## src/rtl/pipe_stall_ctrl.sv

```systemverilog
// pipe_stall_ctrl: central stall/flush scheduler with bounded D-memory wait and saturating statistics
module pipe_stall_ctrl #(
  parameter int MEM_TIMEOUT = 64,
  parameter int CNT_W       = 16
) (
  input  logic             clk_i,
  input  logic             rst_i,
  input  logic             ex_memread_i,
  input  logic [4:0]       ex_rt_i,
  input  logic [9:0]       id_rsrt_i,
  input  logic             id_uses_rt_i,
  input  logic             id_branch_taken_i,
  input  logic             dmem_req_i,
  input  logic             dmem_ready_i,
  input  logic             cnt_clr_i,
  output logic             pc_write_o,
  output logic             ifid_write_o,
  output logic             ifid_flush_o,
  output logic             idex_write_o,
  output logic             idex_bubble_o,
  output logic             exmem_write_o,
  output logic             memwb_bubble_o,
  output logic             halted_o,
  output logic [CNT_W-1:0] stall_cnt_o,
  output logic [CNT_W-1:0] flush_cnt_o
);
  localparam int WW = MEM_TIMEOUT > 0 ? $clog2(MEM_TIMEOUT + 1) : 1;
  typedef enum logic [1:0] {RUN, MEM_WAIT, ERROR} state_t;
  state_t            state_q, state_d;
  logic [WW-1:0]     wait_q, wait_d;
  logic [CNT_W-1:0]  stall_q, stall_d, flush_q, flush_d;
  logic              freeze, lu, err, halt, adv, stall_inc;
  always_comb begin
    err       = state_q == ERROR;
    freeze    = state_q == MEM_WAIT || (state_q == RUN && dmem_req_i && !dmem_ready_i);
    lu        = ex_memread_i && ex_rt_i != 5'd0 &&
                (ex_rt_i == id_rsrt_i[9:5] || (id_uses_rt_i && ex_rt_i == id_rsrt_i[4:0]));
    halt      = rst_i || err;
    adv       = !halt && !freeze;
    pc_write_o     = adv && !lu;
    ifid_write_o   = adv && !lu;
    ifid_flush_o   = adv && !lu && id_branch_taken_i;
    idex_write_o   = adv;
    idex_bubble_o  = adv && lu;
    exmem_write_o  = adv;
    memwb_bubble_o = !halt && freeze;
    halted_o       = err;
    stall_cnt_o    = stall_q;
    flush_cnt_o    = flush_q;
    stall_inc = (freeze || lu) && !err;
    stall_d   = cnt_clr_i ? '0 : (stall_inc && !(&stall_q)) ? stall_q + 1'b1 : stall_q;
    flush_d   = cnt_clr_i ? '0 : (ifid_flush_o && !(&flush_q)) ? flush_q + 1'b1 : flush_q;
    state_d   = state_q;
    wait_d    = wait_q;
    if (state_q == RUN && dmem_req_i && !dmem_ready_i) begin
      state_d = MEM_WAIT;
      wait_d  = WW'(1);
    end else if (state_q == MEM_WAIT) begin
      if (dmem_ready_i) state_d = RUN;
      else if (MEM_TIMEOUT != 0 && wait_q == WW'(MEM_TIMEOUT)) state_d = ERROR;
      else wait_d = wait_q + 1'b1;
    end
  end
  always_ff @(posedge clk_i) begin
    if (rst_i) begin
      state_q <= RUN;
      wait_q  <= '0;
      stall_q <= '0;
      flush_q <= '0;
    end else begin
      state_q <= state_d;
      wait_q  <= wait_d;
      stall_q <= stall_d;
      flush_q <= flush_d;
    end
  end
endmodule

```

## config.mk

```make
export PLATFORM = sky130hd
export DESIGN_NAME = pipe_stall_ctrl
export DESIGN_NICKNAME = d
export VERILOG_FILES = /design/src/rtl/pipe_stall_ctrl.sv
export SDC_FILE = /design/constraint.sdc
export NUM_CORES = 1
export LEC_CHECK = 0
export CAP_MARGIN = 0
export CORE_ASPECT_RATIO = 1.5
export CORE_MARGIN = 1.5
export CORE_UTILIZATION = 46
export CTS_BUF_LIST = sky130_fd_sc_hd__clkbuf_16
export DETAILED_ROUTE_END_ITERATION = 7
export PLACE_DENSITY = 0.78
export SYNTH_ARGS = -nofsm -noshare
export SYNTH_HDL_FRONTEND = slang
export SYNTH_SLANG_ARGS = --single-unit
```

## constraint.sdc

```tcl
create_clock -name clk_i -period 2.8 [get_ports clk_i]
set_input_delay 0.56 -clock clk_i [delete_from_list [all_inputs] [get_ports clk_i]]
set_output_delay 0.56 -clock clk_i [all_outputs]
set_load 0.01 [all_outputs]
```

# --- Word level (Yosys, flattened, before mapping) ---
# Index checks and enable logic that the tools add are counted.
classes:
  reduce_logical: 37
  n_bitwise: 2
  add_sub_neg: 3
  muxes: 8
  eq_ne: 7
op_table:
  columns: ["operator", "n"]
  rows:
  - ["adder 16 x 1 -> 16 bit, second input constant", 2]
  - ["AND reduction 16 bit", 2]
  - ["logical AND 1 bit", 13]
  - ["== test 5 bit", 2]
  - ["adder 7 x 1 -> 7 bit, second input constant", 1]
  - ["== test 7 bit, second input constant", 1]
  - ["zero test 1 bit", 7]
  - ["two-way mux 1 bit", 6]
  - ["AND reduction 3 bit", 2]
  - ["nonzero test 5 bit", 1]
  - ["logical OR 1 bit", 4]
  - ["two-way mux 2 bit", 2]
  - ["AND reduction 2 bit", 2]
  - ["nonzero test 2 bit", 2]
  - ["OR reduction 2 bit", 2]
  - ["nonzero test 3 bit", 1]
  - ["== test 2 x 1 -> 1 bit, second input constant", 1]
  - ["== test 2 bit, second input constant", 1]
  - ["zero test 2 bit", 1]
  - ["inequality test 2 x 1 -> 1 bit, second input constant", 1]
  - ["inequality test 2 bit, second input constant", 1]
  - ["NOT 1 bit", 2]
totals:
  register_bits: 41
  wordCells: 63
  out_inout_bits: 40
  in_bits: 23

# --- Logic depth before layout (Yosys ltp) ---
# Gate-level depths: netlist of run 1.
logic_depth:
  depth_word: 9
  ltp_mapped: 9
  depth_no_buf: 9

# --- Least setup slack after synthesis of run 1 ---
# No wires, ideal clock.
synth_timing:
  kind: "input to output"
  from: "input ex_rt_i[1]"
  to: "output pc_write_o"
  n_path_buf: 1
  t_arrival_ns: 1.836
  cell_stages: 5
  required_ns: 2.240
  slack_ns: 0.404
  cell_sequence: "or4_1 o21ai_2 nor2_1 nor2_1 buf_4"
synth_between:
  elab_chain_cells: 6
  word_cells_on_any_way: 9
  cone_classes: "eq/ne: 2; reduce/logical: 7"
synth_rtl:
  columns: ["item", "line_no", "rtl"]
  rows:
  - ["from (decl)", "9", "input logic [4:0] ex_rt_i,"]
  - ["== test 5 bit", "37", "(ex_rt_i == id_rsrt_i[9:5] || (id_uses_rt_i && ex_rt_i == id_rsrt_i[4:0]));"]
  - ["logical AND 1 bit", "37", null]
  - ["logical OR 1 bit", "37", null]
  - ["logical AND 1 bit (*)", "36", "lu = ex_memread_i && ex_rt_i != 5'd0 &&"]
  - ["zero test 1 bit (*)", null, null]
  - ["logical AND 1 bit (*)", null, null]
  - ["to (decl)", "16", "output logic pc_write_o,"]
# Every way passes the cells marked *; elsewhere a longest branch is shown, timed or not.

# --- Worst setup path in the final report of run 1 ---
layout_timing:
  from: "input dmem_ready_i"
  to: "register stall_q[3], in the netlist stall_cnt_o[3]"
layout_between:
  elab_chain_cells: 6
layout_rtl:
  columns: ["item", "line_no", "rtl"]
  rows:
  - ["from (decl)", "14", "input logic dmem_ready_i,"]
  - ["zero test 1 bit", "35", "freeze = state_q == MEM_WAIT || (state_q == RUN && dmem_req_i && !dmem_ready_i);"]
  - ["logical AND 1 bit", "35", null]
  - ["logical OR 1 bit", "35", null]
  - ["logical OR 1 bit", "50", "stall_inc = (freeze || lu) && !err;"]
  - ["logical AND 1 bit", "50", null]
  - ["logical AND 1 bit", "51", "stall_d = cnt_clr_i ? '0 : (stall_inc && !(&stall_q)) ? stall_q + 1'b1 : stall_q;"]
  - ["to (signal assigned)", "73", "stall_q <= stall_d;"]
  - ["to (decl)", "31", "logic [CNT_W-1:0] stall_q, stall_d, flush_q, flush_d;"]
# No other way between the ends.
# A chain may end at the register's enable or synchronous reset.

==> results of run 1 <==
-- worst max-delay path: stages --
cell,delay [ns]
clkdlybuf4s50_1,0.42
or4b_4,0.55
buf_4,0.16
nor2b_4,0.12
buf_4,0.13
o22ai_4,0.18
nand3_2,0.22
or3_1,0.40
a21oi_1,0.14
-- where the power goes --
part | internal, mW | switching (mW) | total [mW]
Sequential | 0.587 | 0.00489 | 0.592
Combinational | 0.0929 | 0.0767 | 0.170
Clock | 0.322 | 0.213 | 0.534
Total | 1.00 | 0.294 | 1.30
-- final timing paths --
path | from | endpoint | slack (ns) | cells past startpoint
hold / removal | wait_q[6] | wait_q[6] | 0.48 | 2
hold reg to reg | wait_q[6] | wait_q[6] | 0.48 | 2
setup / recovery | dmem_ready_i | stall_cnt_o[3] | 0.11 | 9
setup reg to reg | state_q[0] | stall_cnt_o[3] | 0.50 | 8
-- cells by family after synthesis --
kind of cell               synth area share [%]
muxes                                     1.403
adders and majority gates                 2.338
xor gates and xnor gates                  13.09
DFF                                       38.34
AOI/OAI and AO/OA                         11.11
buffers and inverters                     4.266
and+or+nand+nor                           29.46
-- registers in the layout (all words and copies together) (netlist names) --
signal / cells
flush_cnt_o: 16
stall_cnt_o: 16
state_q: 2
wait_q: 7
-- cell usage in the layout, fill, tap and decap left out, types with 9 or more instances in the layout --
cell type / synthesis / layout
buf_4: 2 / 29
o21ai_0: 14 / 14
or3_1: 13 / 13
nor3_1: 10 / 9
clkdlybuf4s50_1: 0 / 46
a21oi_1: 16 / 14
nor2_1: 34 / 34
dfxtp_1: 41 / 41
nand2_1: 14 / 14
nand4_1: 12 / 12
nand3_1: 11 / 11
xnor2_1: 11 / 11
xor2_1: 21 / 20
-- timing repair --
action | CTS | global route
hold buffers | 0 | 0
cloned | 0 | 0
setup buffers | 2 | 4
pin swaps | 3 | 11
endpoints found under the setup margin | 7 | 21
gates resized for setup | 16 | 24
-- per-layer routing --
layer  global-route usage (%)  part of all wire, %
met2                    39.53                   55
met5                        0                    0
met3                    4.328                  2.9
met1                    23.35                   41
met4                    6.612                  1.4
-- final cells by class --
cell class | count | area share (%)
Multi-Input combinational cell | 193 | 39.75
Tap cell | 48 | 1.900
Sequential cell | 41 | 25.97
Inverter | 9 | 1.069
Timing Repair Buffer | 93 | 27.00
Clock buffer | 5 | 3.959
Clock inverter | 2 | 0.3563
==> reports/summary.txt, run 1 <==
H-tree Lvls -> 2
Seq/Total Area, Yosys -> 38.34%
Share of cells above drive strength 1 -> 17.49%
Final nets -> 370
Total gr overflow -> 0
CTS max path bufs -> 2
Slew at the pin with the worst max-slew slack -> 0.6414 ns
Worst Skew -> 0.004979 ns
Final ANT Viol Nets -> 0
Tcrit/Tclk final -> 95.98%
Post-synthesis cell area -> 2141 um2
Final HPWL DP -> 3.899 mm
RSZ-0062 raised after global routing -> false
Number of distinct library cells after synthesis -> 39
TNS Setup -> 0 ns
WP data arrival -> 2.89 ns
Top-count cell post-synth -> dfxtp_1
Post-place setup slack -> -0.2892 ns
Net count after synthesis -> 279
YS warnings -> 0
Run status -> complete, no violations
Setup WS post-layout -> 0.1125 ns
Maximum ir drop on the vdd rail -> 0.3854 mV
Post-synth EDFFs -> 0
Placed cell area -> 2964 um2
Async SR Flop Fraction -> 0%
Final setup vio count -> 0
DIE HEIGHT -> 86.55 um
Core box area -> 4504 um2
Starting DRC count in detailed routing -> 59
Gr usage total -> 21.19%
Worst EP required -> 3.00 ns
Global-route wire length before repair -> 8.583 mm
Final std cells w/o fill -> 391
I/O Buffers -> 62
I/O pins -> 63
TritonCTS buffer count -> 5
P&R area growth vs syn -> 47.63%
Peak Freq -> 372.1 MHz
Final Max Slew Viols -> 0
Endpoints failing hold -> 0
CP max FO -> 11
Leak Pwr -> 1.242 nW
Minimum clock period -> 2.688 ns
DR WL/cell -> 13.54 um
DR pass1 iterations -> 4
Largest net degree at the start of global routing -> 33
Ant. Diodes -> 0
Gate Count Post-Synth -> 252
Hold_ws -> 0.4832 ns
Routed WL -> 5.295 mm
Worst slew margin -> 57.24%
Post-Place Cells -> 378
Die area -> 5080 um2
Insertion delay to the later sink of the worst-skew pair -> 0.28 ns
#FFs+latches synth -> 41
Row count -> 30
Via Count -> 2,108
CP Launch Type -> input port
DIE WIDTH -> 58.70 um
Vias per cell -> 5.391
CTS sink count -> 41
Design Power -> 1.296 mW
Root buffer cell -> clkbuf_16
Initial antenna violation count -> 0
Cell taking the most area after synthesis -> dfxtp_1
Starting Density -> 47.53%
Final core occ -> 70.17%
Routability Congestion -> 0.8430
Synth area leaders -> dfxtp_1, xor2_1, nor2_1
Fin area -> 3161 um2
Fillers -> 378
# DRC -> 0
Multi-input gate area -> 1256 um2
Seq. cell area -> 820.8 um2
Critical path class -> input port to register
MaxCap Viol Count -> 0
Vias in the first global route -> 1,986
CTS tree -> done
Primary FF master, synth -> dfxtp_1
Crit end category -> register
P per Cell Area -> 410.2 nW/um2
Synth top cells by count -> dfxtp_1, nor2_1, xor2_1
Yosys top cell area share -> 38.34%
Mean Syn Cell Area -> 8.495 um2
Worst Hold Class -> register to register
Clock transition at path regs -> 0.06 ns
Power figures use the tool's default switching activity.
==> run 2: changes to the inputs <==
CORE_MARGIN = default   (was 1.5)
SKIP_LAST_GASP = 1   (was default)
==> run 2 against run 1 <==
Compared with the run above: the flow now finishes with violations (DRC); hold slack worse by 0.0051 ns; combinational power fell by 6%; wire length is 2.5% lower; final cell count down 1.8%; power rose by 7.6%; critical path depth decreased by 2; largest power group is now the clock network.
==> reports/summary.txt, run 2 (synthesis results as in run 1) <==
Routability Congestion -> 0.8030
TNS Setup -> 0 ns
Fillers -> 378
CP Launch Type -> input port
Largest net degree at the start of global routing -> 33
Critical path class -> input port to primary output
Crit end category -> primary output
Endpoints failing hold -> 0
I/O Buffers -> 62
Final ANT Viol Nets -> 0
Most common cell after layout, fill and taps aside -> clkdlybuf4s50_1
Worst EP required -> 2.24 ns
Cts hold-fix bufs -> 0
Worst slew margin -> 58.17%
Starting Density -> 47.53%
Ant. Diodes -> 0
P per Cell Area -> 446.6 nW/um2
I/O pins -> 63
Initial antenna violation count -> 0
CP max FO -> 3
DIE WIDTH -> 57.70 um
Worst Hold Class -> register to register
Final Max Slew Viols -> 0
Run status -> finished with violations
Die area -> 4936 um2
Setup WS post-layout -> 0.06227 ns
Row count -> 30
R2R setup slack -> 0.36 ns
DIE HEIGHT -> 85.55 um
Commonest cells after routing, fill and taps aside -> clkdlybuf4s50_1, dfxtp_1, nor2_1, xor2_1, buf_4
Vias in the first global route -> 1,973
Final std cells w/o fill -> 384
Insertion delay to the later sink of the worst-skew pair -> 0.28 ns
Slew at the pin with the worst max-slew slack -> 0.6274 ns
RSZ-0062 raised after global routing -> false
Clock transition at path regs -> 0.06 ns
Cells on worst reg2reg path -> 8
Via Count -> 2,096
DR pass1 iterations -> 6
H-tree Lvls -> 2
MaxCap Viol Count -> 0
Fin area -> 3124 um2
Placed cell area -> 2927 um2
Leak Pwr -> 1.174 nW
Core box area -> 4504 um2
Peak Freq -> 365.3 MHz
DR WL/cell -> 13.45 um
Final HPWL DP -> 3.766 mm
WP data arrival -> 2.18 ns
Root buffer cell -> clkbuf_16
Failing checks -> DRC
Worst Skew -> 0.002309 ns
Post-Place Cells -> 373
# DRC -> 4
Maximum ir drop on the vdd rail -> 0.2774 mV
P&R area growth vs syn -> 45.94%
CTS sink count -> 41
CTS tree -> done
TritonCTS buffer count -> 5
Final setup vio count -> 0
Share of cells above drive strength 1 -> 13.99%
Routed WL -> 5.164 mm
Starting DRC count in detailed routing -> 74
Global-route wire length before repair -> 8.776 mm
Total gr overflow -> 0
Vias per cell -> 5.458
Final nets -> 362
Minimum clock period -> 2.738 ns
Hold depth -> 2
Post-place setup slack -> -0.3333 ns
Gr usage total -> 22.31%
Tcrit/Tclk final -> 97.78%
CTS max path bufs -> 2
==> run 2: changes by cell type in the layout (fill, tap and decap cells not counted), sizes merged <==
cell / before / now
buf: 32 / 24
dlymetal6s2s: 8 / 3
clkbuf: 11 / 8
bufinv: 0 / 1
clkdlybuf4s50: 46 / 51
clkdlybuf4s15: 0 / 3
==> run 2: timing repair <==
item / CTS / global route
setup endpoints to repair: 7 / 10
pin swaps: 5 / 8
setup buffers: 2 / 1
gates resized for setup: 15 / 14
==> run 2: metal layers <==
layer,part of all wire [%],vias to the layer above,wire [um],GRT usage [%]
met1,40,1007,2078,25.66
met3,3.3,4,170,4.676
met2,56,41,2867,40.91
met5,0,-,0,0
met4,0.93,0,48,6.277
li1,-,1044,-,-
==> run 2: per-stage QoR <==
step                hold WS (ns)  power [mW]  util [%]
finish                    0.4781       1.395     69.36
global route              0.5175       1.454     69.36
CTS                       0.4814       1.413     69.14
detailed placement        0.4717      0.7629     64.97
global placement          0.4614      0.7606     64.97
floorplan                 0.4534      0.6806         -
==> run 2: power breakdown <==
part           total, mW  internal, mW  leakage, nW  switching (mW)
Sequential         0.594         0.587        0.331         0.00634
Clock              0.643         0.417       0.0775           0.226
Combinational      0.159        0.0861        0.766          0.0727
==> run 2: final timing paths <==
path,startpoint,end
worst min-delay path,wait_q[6],wait_q[6]
worst max-delay path,dmem_req_i,exmem_write_o
worst min register to register,wait_q[6],wait_q[6]
worst max register to register,state_q[0],stall_cnt_o[9]
==> run 2: worst max-delay path, stage by stage <==
cell,delay (ns)
clkdlybuf4s50_1,0.44
or4b_4,0.47
nand2b_4,0.09
nand3b_1,0.17
inv_2,0.06
buf_4,0.15
clkdlybuf4s15_1,0.23
==> run 2: final cells by class <==
cell class | count | area [um2] | share of cell area, %
multi-input cells | 193 | 1247 | 39.93
repair buffers | 85 | 795.8 | 25.47
well taps | 48 | 60.06 | 1.922
inverters | 9 | 33.78 | 1.081
flip-flops and latches | 41 | 820.8 | 26.27
clock buffers | 5 | 125.1 | 4.005
clock inverters | 3 | 41.29 | 1.322
==> run 3: changes to the inputs <==
REMOVE_ABC_BUFFERS = 1   (was default)
==> run 3 against run 2 <==
Compared with the run above: the flow still finishes with violations (DRC); via count increased by 0.33%; final cell count grew 0.52%; wire length increased by 4.6%; critical path depth unchanged; non-clock buffer count up 2; maximum frequency decreased by 0.42%; sequential power about the same; utilization up 1.0 points; cell area rose by 1.5%; critical path type unchanged.
==> reports/summary.txt, run 3 (synthesis results as in run 1) <==
Run status -> finished with violations
Failing checks -> DRC
CP peak stage delay -> 0.48 ns
Hold_ws -> 0.5026 ns
Global-route wire length before repair -> 8.963 mm
Design Power -> 1.491 mW
CTS sink count -> 41
DR WL/cell -> 13.99 um
I/O Buffers -> 62
Clock transition at path regs -> 0.06 ns
Worst slew margin -> 57.06%
Endpoints failing hold -> 0
CP Launch Type -> input port
Clock group share of total power -> 49.3%
I/O pins -> 63
WP data arrival -> 2.19 ns
Final HPWL DP -> 3.719 mm
Final setup vio count -> 0
P&R area growth vs syn -> 48.10%
Die area -> 4936 um2
# DRC -> 5
Leak Pwr -> 1.228 nW
Peak Freq -> 363.7 MHz
Crit end category -> primary output
Worst EP required -> 2.24 ns
Initial antenna violation count -> 0
Commonest cells after routing, fill and taps aside -> clkdlybuf4s50_1, dfxtp_1, nor2_1, buf_4, xor2_1
Total gr overflow -> 0
CP Cell Sequence -> clkdlybuf4s50_1 > or4b_4 > nand2b_4 > nand3b_1 > buf_4 > nor3_1 > dlygate4sd2_1
Fillers -> 371
Largest net degree at the start of global routing -> 33
Critical path class -> input port to primary output
Worst Hold Class -> register to register
Placed cell area -> 2929 um2
Starting DRC count in detailed routing -> 109
Final Max Slew Viols -> 0
CTS max path bufs -> 2
Gr usage total -> 23.01%
Sequential Power Share -> 39.8%
Root buffer cell -> clkbuf_16
MaxCap Viol Count -> 0
Psw -> 0.3067 mW
Via Count -> 2,103
Final nets -> 364
TritonCTS buffer count -> 5
Slowest CP cell -> or4b_4
Maximum ir drop on the vdd rail -> 0.3653 mV
Fin area -> 3171 um2
Core box area -> 4504 um2
CTS tree -> done
Worst Skew -> 0.001996 ns
TNS Setup -> 0 ns
Tcrit/Tclk final -> 98.18%
Sw Share -> 20.56%
P per Cell Area -> 470.3 nW/um2
Ant. Diodes -> 0
Comb pwr share -> 10.9%
Final ANT Viol Nets -> 0
Share of cells above drive strength 1 -> 14.20%
Slew at the pin with the worst max-slew slack -> 0.6442 ns
Most common cell after layout, fill and taps aside -> clkdlybuf4s50_1
Routed WL -> 5.399 mm
H-tree Lvls -> 2
Starting Density -> 47.53%
CP max FO -> 2
Vias per cell -> 5.448
Insertion delay to the later sink of the worst-skew pair -> 0.28 ns
Minimum clock period -> 2.749 ns
Vias in the first global route -> 1,953
DIE WIDTH -> 57.70 um
DR pass1 iterations -> 6
Row count -> 30
DIE HEIGHT -> 85.55 um
Internal -> 1.185 mW
Routability Congestion -> 0.8576
run 3: cell count changes in the layout (fill, tap and decap cells not counted), moves of 3 or more:
cell	before	now
buf_4	21	25
dlymetal6s2s_1	3	6
clkbuf_2	3	0
clkdlybuf4s50_1	51	47
dlygate4sd2_1	1	4
run 3: layout make-up:
| cell class | instances | area, um2 | share of cell area [%] |
|---|---|---|---|
| clock inverter | 3 | 65.06 | 2.052 |
| tap | 48 | 60.06 | 1.894 |
| multi-input combinational | 193 | 1252 | 39.50 |
| inverter | 9 | 33.78 | 1.066 |
| timing repair buffer | 87 | 813.3 | 25.65 |
| sequential | 41 | 820.8 | 25.89 |
| clock buffer | 5 | 125.1 | 3.946 |
run 3: worst max-delay path: cells and delay by family:
kind,cells,cell delay [ns]
simple gates,4,0.77
buf+inv,3,0.87
run 3: per-layer routing:
| metal | up-vias | share of wire [%] | global-route usage, % |
|---|---|---|---|
| met1 | 1000 | 43 | 27.80 |
| met4 | 0 | 0.96 | 6.494 |
| met5 | - | 0 | 0 |
| met3 | 6 | 4.4 | 5.279 |
| met2 | 45 | 52 | 40.38 |
| li1 | 1052 | - | - |
run 3: power by group through the flow:
stage          sequential [mW]  combinational [mW]  clock (mW)
2_1_floorplan            0.606              0.0647           0
3_3_place_gp             0.606               0.157           0
3_5_place_dp             0.606               0.160           0
4_1_cts                  0.594               0.162       0.738
5_1_grt                  0.594               0.175       0.767
6_report                 0.594               0.163       0.735
run 3: worst paths after layout:
check | from | to | slack, ns | cells past startpoint
hold / removal | stall_cnt_o[13] | stall_cnt_o[13] | 0.50 | 2
setup / recovery | dmem_req_i | idex_bubble_o | 0.05 | 7
hold reg to reg | stall_cnt_o[13] | stall_cnt_o[13] | 0.50 | 2
setup reg to reg | state_q[1] | stall_cnt_o[3] | 0.36 | 8
run 3: what timing repair did:
action                                  4_1_cts  5_1_grt
hold buffers                                  0        0
endpoints found under the setup margin        7       18
resized for setup                            16       11
pin swaps                                     5        7
buffers inserted                              2        1
hold endpoints to repair                      0        0
run 3: per-stage QoR:
stage	instances	utilization, %	worst slack [ns]
2_1_floorplan	243	-	0.4805
5_1_grt	386	70.39	-0.008847
3_5_place_dp	375	65.03	-0.3438
3_3_place_gp	375	65.03	-0.2784
4_1_cts	385	69.78	-0.02146
6_report	386	70.39	0.05085
